File: src/rtl/max7219_if_arbiter.sv
// ---------------------------------------------------------------------------
// max7219_if_arbiter
//
// Round-robin arbiter that lets up to four command sources share a single
// max7219_if serializer. The winning source's word and load enable are
// latched, one start pulse is issued, and after the serializer reports done a
// done pulse is returned to the owning source. A per-requester lock keeps
// ownership across multi-word frames so cascaded-device frames never
// interleave with another source's words.
//
// Parameters:
//   G_NB_REQ      number of requesters (1..4)
//   G_DATA_WIDTH  width of one MAX7219 word
//   G_TIMEOUT     BUSY watchdog limit in clk cycles (watchdog build only)
//
// Ports:
//   clk, rst                 clock, synchronous active-high reset
//   i_req/i_en_load/i_lock   per-source request, load enable, keep-ownership
//   i_data                   flat bus, source k at [k*W+W-1:k*W]
//   o_ack / o_done           per-source 1-cycle accept / completion pulses
//   o_owner                  index of the last or current granted source
//   o_busy                   high whenever the FSM is not idle
//   o_max7219_if_start       1-cycle start pulse to the serializer
//   o_max7219_if_en_load     latched load enable for the serializer
//   o_max7219_if_data        latched word for the serializer
//   i_max7219_if_done        1-cycle done pulse from the serializer
//   o_timeout                1-cycle watchdog pulse (constant 0 by default)
//
// Build option: define MAX7219_ARB_TIMEOUT_EN to add the BUSY watchdog.
// ---------------------------------------------------------------------------
module max7219_if_arbiter #(
  parameter int G_NB_REQ     = 2,
  parameter int G_DATA_WIDTH = 16,
  parameter int G_TIMEOUT    = 1024
) (
  input  logic                             clk,
  input  logic                             rst,
  input  logic [G_NB_REQ-1:0]              i_req,
  input  logic [G_NB_REQ-1:0]              i_en_load,
  input  logic [G_NB_REQ-1:0]              i_lock,
  input  logic [G_NB_REQ*G_DATA_WIDTH-1:0] i_data,
  output logic [G_NB_REQ-1:0]              o_ack,
  output logic [G_NB_REQ-1:0]              o_done,
  output logic [1:0]                       o_owner,
  output logic                             o_busy,
  output logic                             o_max7219_if_start,
  output logic                             o_max7219_if_en_load,
  output logic [G_DATA_WIDTH-1:0]          o_max7219_if_data,
  input  logic                             i_max7219_if_done,
  output logic                             o_timeout
);

  // Reject illegal configurations at elaboration time.
  if (G_NB_REQ < 1 || G_NB_REQ > 4 || G_TIMEOUT < 2) begin : g_bad_params
    $error("max7219_if_arbiter: G_NB_REQ must be 1..4 and G_TIMEOUT >= 2");
  end

  typedef enum logic [1:0] {S_IDLE, S_START, S_BUSY, S_DONE} state_t;

  state_t                  state_q, state_d;
  logic [G_NB_REQ-1:0]     ack_q, ack_d;
  logic [G_NB_REQ-1:0]     done_q, done_d;
  logic                    start_q, start_d;
  logic                    busy_q, busy_d;
  logic                    en_load_q, en_load_d;
  logic [G_DATA_WIDTH-1:0] data_q, data_d;
  logic [1:0]              owner_q, owner_d;
  logic [1:0]              last_q, last_d;
  logic                    lock_q, lock_d;

  // Per-source views padded to four entries so the selects below always use
  // a plain 2-bit index regardless of G_NB_REQ.
  logic [3:0]              req4;
  logic [3:0]              en4;
  logic [3:0]              lock4;
  logic [3:0]              elig4;
  logic [G_DATA_WIDTH-1:0] data_arr [4];

  logic                    win_valid;
  logic [1:0]              win_idx;
  logic [2:0]              cand;
  logic [G_NB_REQ-1:0]     win_oh;
  logic [G_NB_REQ-1:0]     own_oh;

  assign req4  = 4'(i_req);
  assign en4   = 4'(i_en_load);
  assign lock4 = 4'(i_lock);

  for (genvar k = 0; k < 4; k++) begin : g_data
    if (k < G_NB_REQ) begin : g_used
      assign data_arr[k] = i_data[k*G_DATA_WIDTH +: G_DATA_WIDTH];
    end else begin : g_unused
      assign data_arr[k] = '0;
    end
  end

`ifdef MAX7219_ARB_TIMEOUT_EN
  localparam int CNT_W = (G_TIMEOUT > 2) ? $clog2(G_TIMEOUT) : 1;

  logic [CNT_W-1:0] cnt_q, cnt_d;
  logic             timeout_q, timeout_d;

  assign o_timeout = timeout_q;
`else
  assign o_timeout = 1'b0;
`endif

  // Round-robin pick: scan upward from the source after the last winner,
  // wrapping modulo G_NB_REQ. While a frame is locked only the owner may win.
  always_comb begin
    win_valid = 1'b0;
    win_idx   = '0;
    cand      = '0;
    elig4     = req4;
    if (lock_q) begin
      elig4 = req4 & (4'b0001 << owner_q);
    end
    for (int i = 1; i <= G_NB_REQ; i++) begin
      cand = {1'b0, last_q} + 3'(i);
      if (cand >= 3'(G_NB_REQ)) begin
        cand = cand - 3'(G_NB_REQ);
      end
      if (!win_valid && elig4[cand[1:0]]) begin
        win_valid = 1'b1;
        win_idx   = cand[1:0];
      end
    end
  end

  // One-hot vectors for the pending winner and the current owner.
  always_comb begin
    win_oh = '0;
    own_oh = '0;
    for (int k = 0; k < G_NB_REQ; k++) begin
      win_oh[k] = (win_idx == 2'(k));
      own_oh[k] = (owner_q == 2'(k));
    end
  end

  // Next-state and next-output logic. Pulses are computed on the transition
  // into a state so that, once registered, ack is high during START, start is
  // high in the first BUSY cycle and done is high during DONE.
  always_comb begin
    state_d   = state_q;
    ack_d     = '0;
    done_d    = '0;
    start_d   = 1'b0;
    en_load_d = en_load_q;
    data_d    = data_q;
    owner_d   = owner_q;
    last_d    = last_q;
    lock_d    = lock_q;
`ifdef MAX7219_ARB_TIMEOUT_EN
    cnt_d     = cnt_q;
    timeout_d = 1'b0;
`endif
    case (state_q)
      S_IDLE: begin
        if (win_valid) begin
          data_d    = data_arr[win_idx];
          en_load_d = en4[win_idx];
          owner_d   = win_idx;
          last_d    = win_idx;
          ack_d     = win_oh;
          state_d   = S_START;
        end
      end
      S_START: begin
        start_d = 1'b1;
        state_d = S_BUSY;
`ifdef MAX7219_ARB_TIMEOUT_EN
        cnt_d   = '0;
`endif
      end
      S_BUSY: begin
        // A done arriving on the expiry cycle wins over the watchdog.
        if (i_max7219_if_done) begin
          lock_d  = lock4[owner_q];
          done_d  = own_oh;
          state_d = S_DONE;
        end
`ifdef MAX7219_ARB_TIMEOUT_EN
        else if (cnt_q == CNT_W'(G_TIMEOUT - 1)) begin
          timeout_d = 1'b1;
          done_d    = own_oh;
          lock_d    = 1'b0;
          state_d   = S_IDLE;
        end else begin
          cnt_d = cnt_q + 1'b1;
        end
`endif
      end
      S_DONE: begin
        state_d = S_IDLE;
      end
      default: begin
        state_d = S_IDLE;
      end
    endcase
    busy_d = (state_d != S_IDLE);
  end

  // State and registered outputs. Reset aborts any transfer without a done
  // pulse and gives source 0 first priority on the next arbitration.
  always_ff @(posedge clk) begin
    if (rst) begin
      state_q   <= S_IDLE;
      ack_q     <= '0;
      done_q    <= '0;
      start_q   <= 1'b0;
      busy_q    <= 1'b0;
      en_load_q <= 1'b0;
      data_q    <= '0;
      owner_q   <= '0;
      last_q    <= 2'(G_NB_REQ - 1);
      lock_q    <= 1'b0;
`ifdef MAX7219_ARB_TIMEOUT_EN
      cnt_q     <= '0;
      timeout_q <= 1'b0;
`endif
    end else begin
      state_q   <= state_d;
      ack_q     <= ack_d;
      done_q    <= done_d;
      start_q   <= start_d;
      busy_q    <= busy_d;
      en_load_q <= en_load_d;
      data_q    <= data_d;
      owner_q   <= owner_d;
      last_q    <= last_d;
      lock_q    <= lock_d;
`ifdef MAX7219_ARB_TIMEOUT_EN
      cnt_q     <= cnt_d;
      timeout_q <= timeout_d;
`endif
    end
  end

  assign o_ack                = ack_q;
  assign o_done               = done_q;
  assign o_owner              = owner_q;
  assign o_busy               = busy_q;
  assign o_max7219_if_start   = start_q;
  assign o_max7219_if_en_load = en_load_q;
  assign o_max7219_if_data    = data_q;

endmodule

File: config.mk
export PLATFORM = sky130hd
export DESIGN_NAME = max7219_if_arbiter
export DESIGN_NICKNAME = d
export VERILOG_FILES = /design/src/rtl/max7219_if_arbiter.sv
export SDC_FILE = /design/constraint.sdc
export NUM_CORES = 1
export LEC_CHECK = 0
export CAP_MARGIN = 20
export CORE_UTILIZATION = 41
export DETAILED_ROUTE_END_ITERATION = 10
export GPL_TIMING_DRIVEN = 0
export PLACE_DENSITY = 0.89
export RECOVER_POWER = 50
export REMOVE_ABC_BUFFERS = 1
export SLEW_MARGIN = 10
export SYNTH_ARGS = -nofsm -noshare
export SYNTH_HDL_FRONTEND = slang
export SYNTH_SLANG_ARGS = --single-unit
export TNS_END_PERCENT = 5
File: constraint.sdc
create_clock -name clk -period 2 [get_ports clk]
set_input_delay 0.4 -clock clk [delete_from_list [all_inputs] [get_ports clk]]
set_output_delay 0.4 -clock clk [all_outputs]
set_load 0.005 [all_outputs]
== Word-level counts from Yosys, hierarchy flattened ==
Cells that the tools add are included.

* Add/sub/neg operators: 4
* $lt $le $gt $ge: 7
* Equal/unequal tests: 5
* Shifts and indexed selects: 1
* Mux-type cells: 22
* Bitwise logic cells: 6
* Reductions and logical operators: 10

{| class="wikitable"
|+ Operator list
! kind !! number
|-
| $bmux W16 S2 || 1
|-
| $mux W16 || 2
|-
| $lt A2 B3 Y1 const B || 4
|-
| $mux W2 || 6
|-
| $bmux W1 S2 || 4
|-
| $pmux W2 S4 || 1
|-
| $mux W1 || 7
|-
| $eq A2 B1 Y1 const B || 3
|-
| $ge A3 B2 Y1 const B || 2
|-
| $logic_not A2 Y1 || 3
|-
| $reduce_or A3 Y1 || 2
|-
| $and A2 B4 Y4 || 1
|-
| $eq A2 B2 Y1 const B || 2
|-
| $mux W4 || 1
|-
| $not A1 Y1 || 4
|-
| $reduce_and A2 Y1 || 2
|-
| $shl A1 B2 Y4 const A || 1
|-
| $sub A2 B2 Y2 const B || 2
|-
| $add A2 B1 Y3 const B || 1
|-
| $add A2 B2 Y3 const B || 1
|-
| $ge A3 B3 Y1 const B || 1
|-
| $not A2 Y3 || 1
|-
| $reduce_bool A2 Y1 || 1
|-
| $logic_and A1 B1 Y1 || 1
|-
| $logic_not A1 Y1 || 1
|}

* Bits in registers: 30
* Output and inout port bits: 26
* Word-level logic and storage cells: 65

== Logic depth before layout (Yosys ltp) ==
Gate-level depths: netlist of run 1.

* Depth in word-level cells: 13
* Mapped depth: 7
* Depth with buffers taken out: 6

== Worst setup path after synthesis of run 1 ==
Ideal clock, no wire load.

* Kind: flip-flop to flip-flop
* From: register state_q[0]
* To: register last_q[0]
* Setup time: 0.122 ns
* Arrival: 1.265 ns
* Data required time: 1.878 ns
* Setup slack: 0.613 ns
* Stages on the path, launching flop included: 6
* Path buffers: 1
* Clock period less this slack: 1.387 ns
* Cell sequence: dfxtp_1 > inv_1 > ha_1 > clkbuf_1 > o21ai_2 > a221o_1

* Word-level cells in the longest chain between the ends: 2

{| class="wikitable"
|+ Ends and longest elaborated chain
! item !! line !! source
|-
| from (decl) || 60 || <nowiki>state_t state_q, state_d;</nowiki>
|-
| from (signal assigned) || 222 || <nowiki>state_q <= state_d;</nowiki>
|-
| $logic_not A2 Y1 || 157 || <nowiki>case (state_q)</nowiki>
|-
| $reduce_and A2 Y1 (no line) || - ||
|-
| to (signal assigned) || 215 || <nowiki>last_q <= 2'(G_NB_REQ - 1);</nowiki>
|-
| to (signal assigned) || 230 || <nowiki>last_q <= last_d;</nowiki>
|-
| to (decl) || 68 || <nowiki>logic [1:0] last_q, last_d;</nowiki>
|}

Every way passes these cells.
A chain may end at the register's enable or synchronous reset.

==> impl_metrics.tcl, run 1 <==
set metrics [dict create \
    outcome "completed" \
    postRouteAntennaNets 0 \
    power_mw 2.74 \
    seqPwrFrac_pct 35.6 \
    seq_area_frac_synth_pct 38.9 \
    leakage_nw 0.976 \
    initial_core_util_pct 43.7 \
    ff2ff_path_depth 4 \
    r2r-end "o_busy$_SDFF_PP0_" \
    fill_cells 272 \
    drv_cap 0 \
    powerDensity_mw_per_mm2 1230 \
    die_x_um 62.3 \
    globalplace.congestion 0.735 \
    port_buffers 65 \
    synth_top_area_share_pct 38.9 \
    antenna_found_initial 0 \
    synth_seq_cells 29 \
    cp-start-kind "primary input" \
    rsz0062_at_grt "false" \
    diodes 0 \
    drive_gt1_share_pct 7.83 \
    via_count 1428 \
    cts.clk_slew.worst_paths_ps 90 \
    grt_max_degree 27 \
    grt_pass1_wl_um 6090 \
    numCtsBuffers 5 \
    grt.total_usage_pct 20.0 \
    crit_type "primary input to register" \
    clockPowerShare_pct 13.4 \
    synthArstFlopShare_pct 0 \
    fin_nets 275 \
    ctsRootBufferMaster "clkbuf_4" \
    skew_ps 5.28 \
    hp-class "register to register" \
    ys_types 32 \
    cts_tree "yes" \
    drt_iter0_drc 76 \
    hold_depth 2 \
    worst-path-max-fanout 26 \
    synth-main-ff-cell "dfxtp_1" \
    worstSkewPairLatency_ps 320 \
    core_area_mm2 0.00342 \
    drt-vias-per-instance 5.17 \
    synth_warnings 0 \
    synthTopCellsByArea "dfxtp_1 (39%), mux2i_1 (13%), nor2_1 (9.1%), o31ai_1 (8.5%), a21oi_1 (6.0%)" \
    min_period_ps 1920 \
    r2r_slack_ps 190 \
    drtPass1Iterations 4 \
    p_int_mw 1.68 \
    tns_ps 0 \
    timing.final.crit_share_pct 96.1 \
    grt_pass1_vias 1308 \
    drc_errors 0 \
    min_to "o_max7219_if_data[10]$_SDFFE_PP0P_" \
    cp.arrival_ps 2150 \
    switching_share_pct 38.8 \
    die_h_um 62.3 \
    comb_power_share_pct 51.1 \
    cts_max_level 2 \
    clock-sinks 29 \
    hold_viol_final 0 \
    timing.rr.start "o_owner[0]$_SDFFE_PP0P_" \
    setup_viol_count_final 0 \
    utilization_pct 65.5 \
    synth-edff-count 0 \
    fmax_mhz 520 \
    cts_buffer_depth 2 \
    syn_inst 168 \
    crit_required_ps 2230 \
    dp_hpwl_um 2490 \
    tightest_slew_ps 971 \
    hold_start "o_max7219_if_data[10]$_SDFFE_PP0P_" \
    holdBufCountCts 0 \
    postSynthAreaPerCell_um2 8.89 \
    peakVddDrop_mv 0.613 \
    synth_most_common_cell "nor2_1" \
    wl_per_cell_um 13.5 \
    yosys-top-cells-count "nor2_1 (36), dfxtp_1 (29), mux2i_1 (19)" \
    wl_um 3730 \
    grt_overflow 0 \
    ios 67 \
    fin_hold_ws_ps 564 \
    yosys.area.top_type "dfxtp_1" \
    max_slew_margin_pct 35.0 \
    switching_power_mw 1.06 \
    drv_slew 0 \
    die_area_mm2 0.00389 \
    rows 21 \
    endpoint_kind "register" \
    area_growth_pct 49.9 \
    netlist_area_mm2 0.00149 \
]
-- power groups by stage --
| stage | Sequential (mW) | Combinational [mW] | Clock [mW] |
|---|---|---|---|
| global placement | 0.976 | 1.37 | 0 |
| CTS | 0.979 | 1.44 | 0.374 |
| floorplan | 0.983 | 0.749 | 0 |
| global route | 1.01 | 1.57 | 0.410 |
| finish | 0.975 | 1.40 | 0.367 |
| detailed placement | 0.984 | 1.41 | 0 |
-- critical path: stages --
cell and delay (ps):
clkdlybuf4s50_1 1110, inv_1 220, and3_1 240, a31o_1 170
-- flip-flops by register name (all words and copies together) (netlist names) --
name,cells
o_busy,1
o_max7219_if_en_load,1
last_q,1
o_max7219_if_start,1
lock_q,1
o_owner,2
state_q,2
o_ack,2
o_max7219_if_data,16
o_done,2
-- metal layers --
layer	GRT usage (%)	routed length [um]	up-vias
met5	0	0	-
met4	6.40	19	0
met3	8.09	275	2
met2	32.6	1810	54
met1	23.9	1630	652
li1	-	-	720
-- repair_timing --
action                                  4_1_cts  5_1_grt
cloned                                        0        1
pin swaps                                     0        1
gates resized for setup                       3        2
endpoints found under the setup margin       22       18
buffers inserted                              0        1
-- layout make-up --
cell class,instances,area [um^2],share of cell area (%)
Sequential cell,29,581,26.0
Timing Repair Buffer,68,684,30.6
Tap cell,46,57.6,2.57
Inverter,4,15.0,0.671
Clock buffer,7,55.1,2.46
Multi-Input combinational cell,122,845,37.8
-- logic make-up after synthesis --
group / count (synthesis) / share of synthesized area (%)
adder cells (fa/ha/maj): 4 / 3.35
flip-flops: 29 / 38.9
AO/OA/AOI/OAI: 44 / 20.9
buffers and inverters: 18 / 7.29
multiplexers: 19 / 12.7
other: 1 / 0.251
AND/OR/NAND/NOR: 53 / 16.6
-- cell usage in the layout, fill, tap and decap left out, drive strengths merged --
| cell | n |
|---|---|
| a21oi | 20 |
| a221o | 1 |
| a31o | 1 |
| and3 | 2 |
| buf | 3 |
| clkbuf | 7 |
| clkdlybuf4s50 | 42 |
| conb | 1 |
| dfxtp | 29 |
| dlygate4sd3 | 23 |
| ha | 4 |
| inv | 4 |
| mux2i | 19 |
| nand2 | 3 |
| nand2b | 2 |
| nor2 | 37 |
| nor2b | 1 |
| nor3 | 3 |
| nor3b | 1 |
| nor4 | 2 |
| nor4b | 2 |
| o2111a | 1 |
| o2111ai | 1 |
| o21a | 1 |
| o21ai | 1 |
| o21bai | 1 |
| o31ai | 17 |
| o41ai | 1 |
-- how the worst max path moves through the flow --
stage / start / endpoint / slack, ps / cells past startpoint
CTS: i_req[1] / o_max7219_if_data[6]$_SDFFE_PP0P_ / 9 / 5
finish: rst / o_owner[0]$_SDFFE_PP0P_ / 80 / 4
floorplan: i_req[1] / o_max7219_if_data[0]$_SDFFE_PP0P_ / 140 / 3
detailed placement: i_req[1] / o_max7219_if_data[6]$_SDFFE_PP0P_ / -790 / 5
global route: rst / o_owner[0]$_SDFFE_PP0P_ / 1 / 4
global placement: i_req[1] / o_max7219_if_data[0]$_SDFFE_PP0P_ / -1010 / 4
-- stage by stage --
stage / instance area (um^2) / setup WS (ps) / cells
after floorplan: 1400 / 140 / 154
after global placement: 2110 / -1010 / 265
after detailed placement: 2130 / -786 / 267
after CTS: 2200 / 9.41 / 274
after global routing: 2240 / 1.47 / 276
final: 2240 / 77.6 / 276
Note: power is estimated with default switching activity, not from simulation.
==> inputs of run 2 (changes only) <==
==> constraint.sdc (replaced) <==
create_clock -name clk -period 2 [get_ports clk]
set_input_delay 0.5 -clock clk [delete_from_list [all_inputs] [get_ports clk]]
set_output_delay 0.5 -clock clk [all_outputs]
set_load 0.005 [all_outputs]
==> run 2 against run 1 <==
  * Routed wire length fell by 0.59%
  * Cell area is 0.11% higher
  * Worst hold slack better by 3.1 ps
  * Utilization grew 0.073 points
  * Non-clock buffer count did not move
  * Sequential power barely moved
  * Clock power hardly changed
  * Global-route usage is 0.51 points higher
  * Die area unchanged
  * Worst setup slack improved by 23 ps
  * Power grew 0.43%
  * Fmax increased by 1.2%
  * Critical path type unchanged
==> impl_metrics.tcl, run 2 (synthesis results as in run 1) <==
set metrics [dict create \
    initial_core_util_pct 43.7 \
    diodes 0 \
    skew_ps 4.73 \
    drv_slew 0 \
    cts_max_level 2 \
    area_growth_pct 50.0 \
    numCtsBuffers 5 \
    cts.clk_slew.worst_paths_ps 90 \
    drive_gt1_share_pct 9.13 \
    grt_overflow 0 \
    cp.arrival_ps 2110 \
    setup_viol_count_final 0 \
    layout_commonest_cell "clkdlybuf4s50_1" \
    tightest_slew_ps 1150 \
    fin_nets 275 \
    critPathMaxStageDelay_ps 620 \
    drtPass1Iterations 4 \
    clock-sinks 29 \
    wl_um 3710 \
    hp-class "register to register" \
    die_area_mm2 0.00389 \
    leakage_nw 0.973 \
    powerDensity_mw_per_mm2 1230 \
    grt.total_usage_pct 20.5 \
    port_buffers 65 \
    grt_pass1_wl_um 6240 \
    r2r_slack_ps 240 \
    die_x_um 62.3 \
    fmax_mhz 527 \
    hold_depth 2 \
    dp_hpwl_um 2490 \
    min_period_ps 1900 \
    drt_iter0_drc 83 \
    max_slew_margin_pct 23.2 \
    endpoint_kind "register" \
    cts_buffer_depth 2 \
    ctsRootBufferMaster "clkbuf_4" \
    hold_viol_final 0 \
    drc_errors 0 \
    drt-vias-per-instance 5.08 \
    die_h_um 62.3 \
    peakVddDrop_mv 0.614 \
    wl_per_cell_um 13.4 \
    outcome "completed" \
    final_cell_mix "clkdlybuf4s50_1 (44), nor2_1 (36), dfxtp_1 (28), dlygate4sd3_1 (20)" \
    grt_pass1_vias 1329 \
    utilization_pct 65.6 \
    antenna_found_initial 0 \
    rows 21 \
    core_area_mm2 0.00342 \
    ff2ff_path_depth 4 \
    worst-path-max-fanout 10 \
    crit_type "primary input to register" \
    ios 67 \
    crit_required_ps 2210 \
    cp_slowest_cell "clkdlybuf4s50_1" \
    largest_register_ffs 16 \
    cp-start-kind "primary input" \
    crit_chain "clkdlybuf4s50_1 -> mux2i_2 -> a21oi_4 -> o21ai_2 -> a221o_1" \
    postRouteAntennaNets 0 \
    drv_cap 0 \
    timing.final.crit_share_pct 95.0 \
    tns_ps 0 \
    power_mw 2.75 \
    cts_tree "yes" \
    via_count 1401 \
    worstSkewPairLatency_ps 320 \
    globalplace.congestion 0.735 \
    grt_max_degree 27 \
]
[run 2: cell type report]
class | instances | area [um^2]
clock buffer | 7 | 55.1
inverter | 4 | 15.0
sequential | 29 | 582
fill | 273 | 1180
multi-input combinational | 122 | 852
timing repair buffer | 68 | 678
tap | 46 | 57.6
[run 2: stage by stage]
step | hold slack (ps) | cell area, um^2 | setup WS [ps] | cells
2_1_floorplan | 498 | 1400 | 40.3 | 154
3_3_place_gp | 515 | 2110 | -1110 | 265
3_5_place_dp | 530 | 2130 | -886 | 267
4_1_cts | 573 | 2220 | -15.9 | 276
5_1_grt | 602 | 2240 | -9.05 | 276
6_report | 567 | 2240 | 101 | 276
[run 2: critical path: cells and delay by family]
kind            cells  cell delay (ps)
compound gates      3              800
buf+inv             1              620
mux                 1              180
[run 2: final timing paths]
check | from | end
setup reg to reg | state_q[0]$_SDFF_PP0_ | last_q[0]$_SDFFE_PP1P_
setup / recovery | i_req[1] | last_q[0]$_SDFFE_PP1P_
hold / removal | o_max7219_if_data[10]$_SDFFE_PP0P_ | o_max7219_if_data[10]$_SDFFE_PP0P_
hold reg to reg | o_max7219_if_data[10]$_SDFFE_PP0P_ | o_max7219_if_data[10]$_SDFFE_PP0P_
[run 2: where the power goes]
part | leakage [nW] | total [mW] | internal (mW) | switching [mW]
sequential | 0.241 | 0.976 | 0.807 | 0.168
clock | 0.0314 | 0.365 | 0.166 | 0.199
combinational | 0.701 | 1.41 | 0.718 | 0.695
[run 2: timing repair]
action	in CTS	in global routing
endpoints found under the setup margin	23	21
hold buffers	0	0
cloned	1	0
gates resized for setup	3	6
pin swaps	1	1
hold endpoints to repair	0	0
buffers inserted	1	0
[run 2: metal layers]
| metal | wire length (um) | vias up | track usage [%] |
|---|---|---|---|
| met1 | 1630 | 624 | 24.9 |
| met5 | 0 | - | 0 |
| met3 | 266 | 2 | 8.09 |
| met4 | 19 | 0 | 6.40 |
| li1 | - | 719 | - |
| met2 | 1790 | 56 | 33.1 |
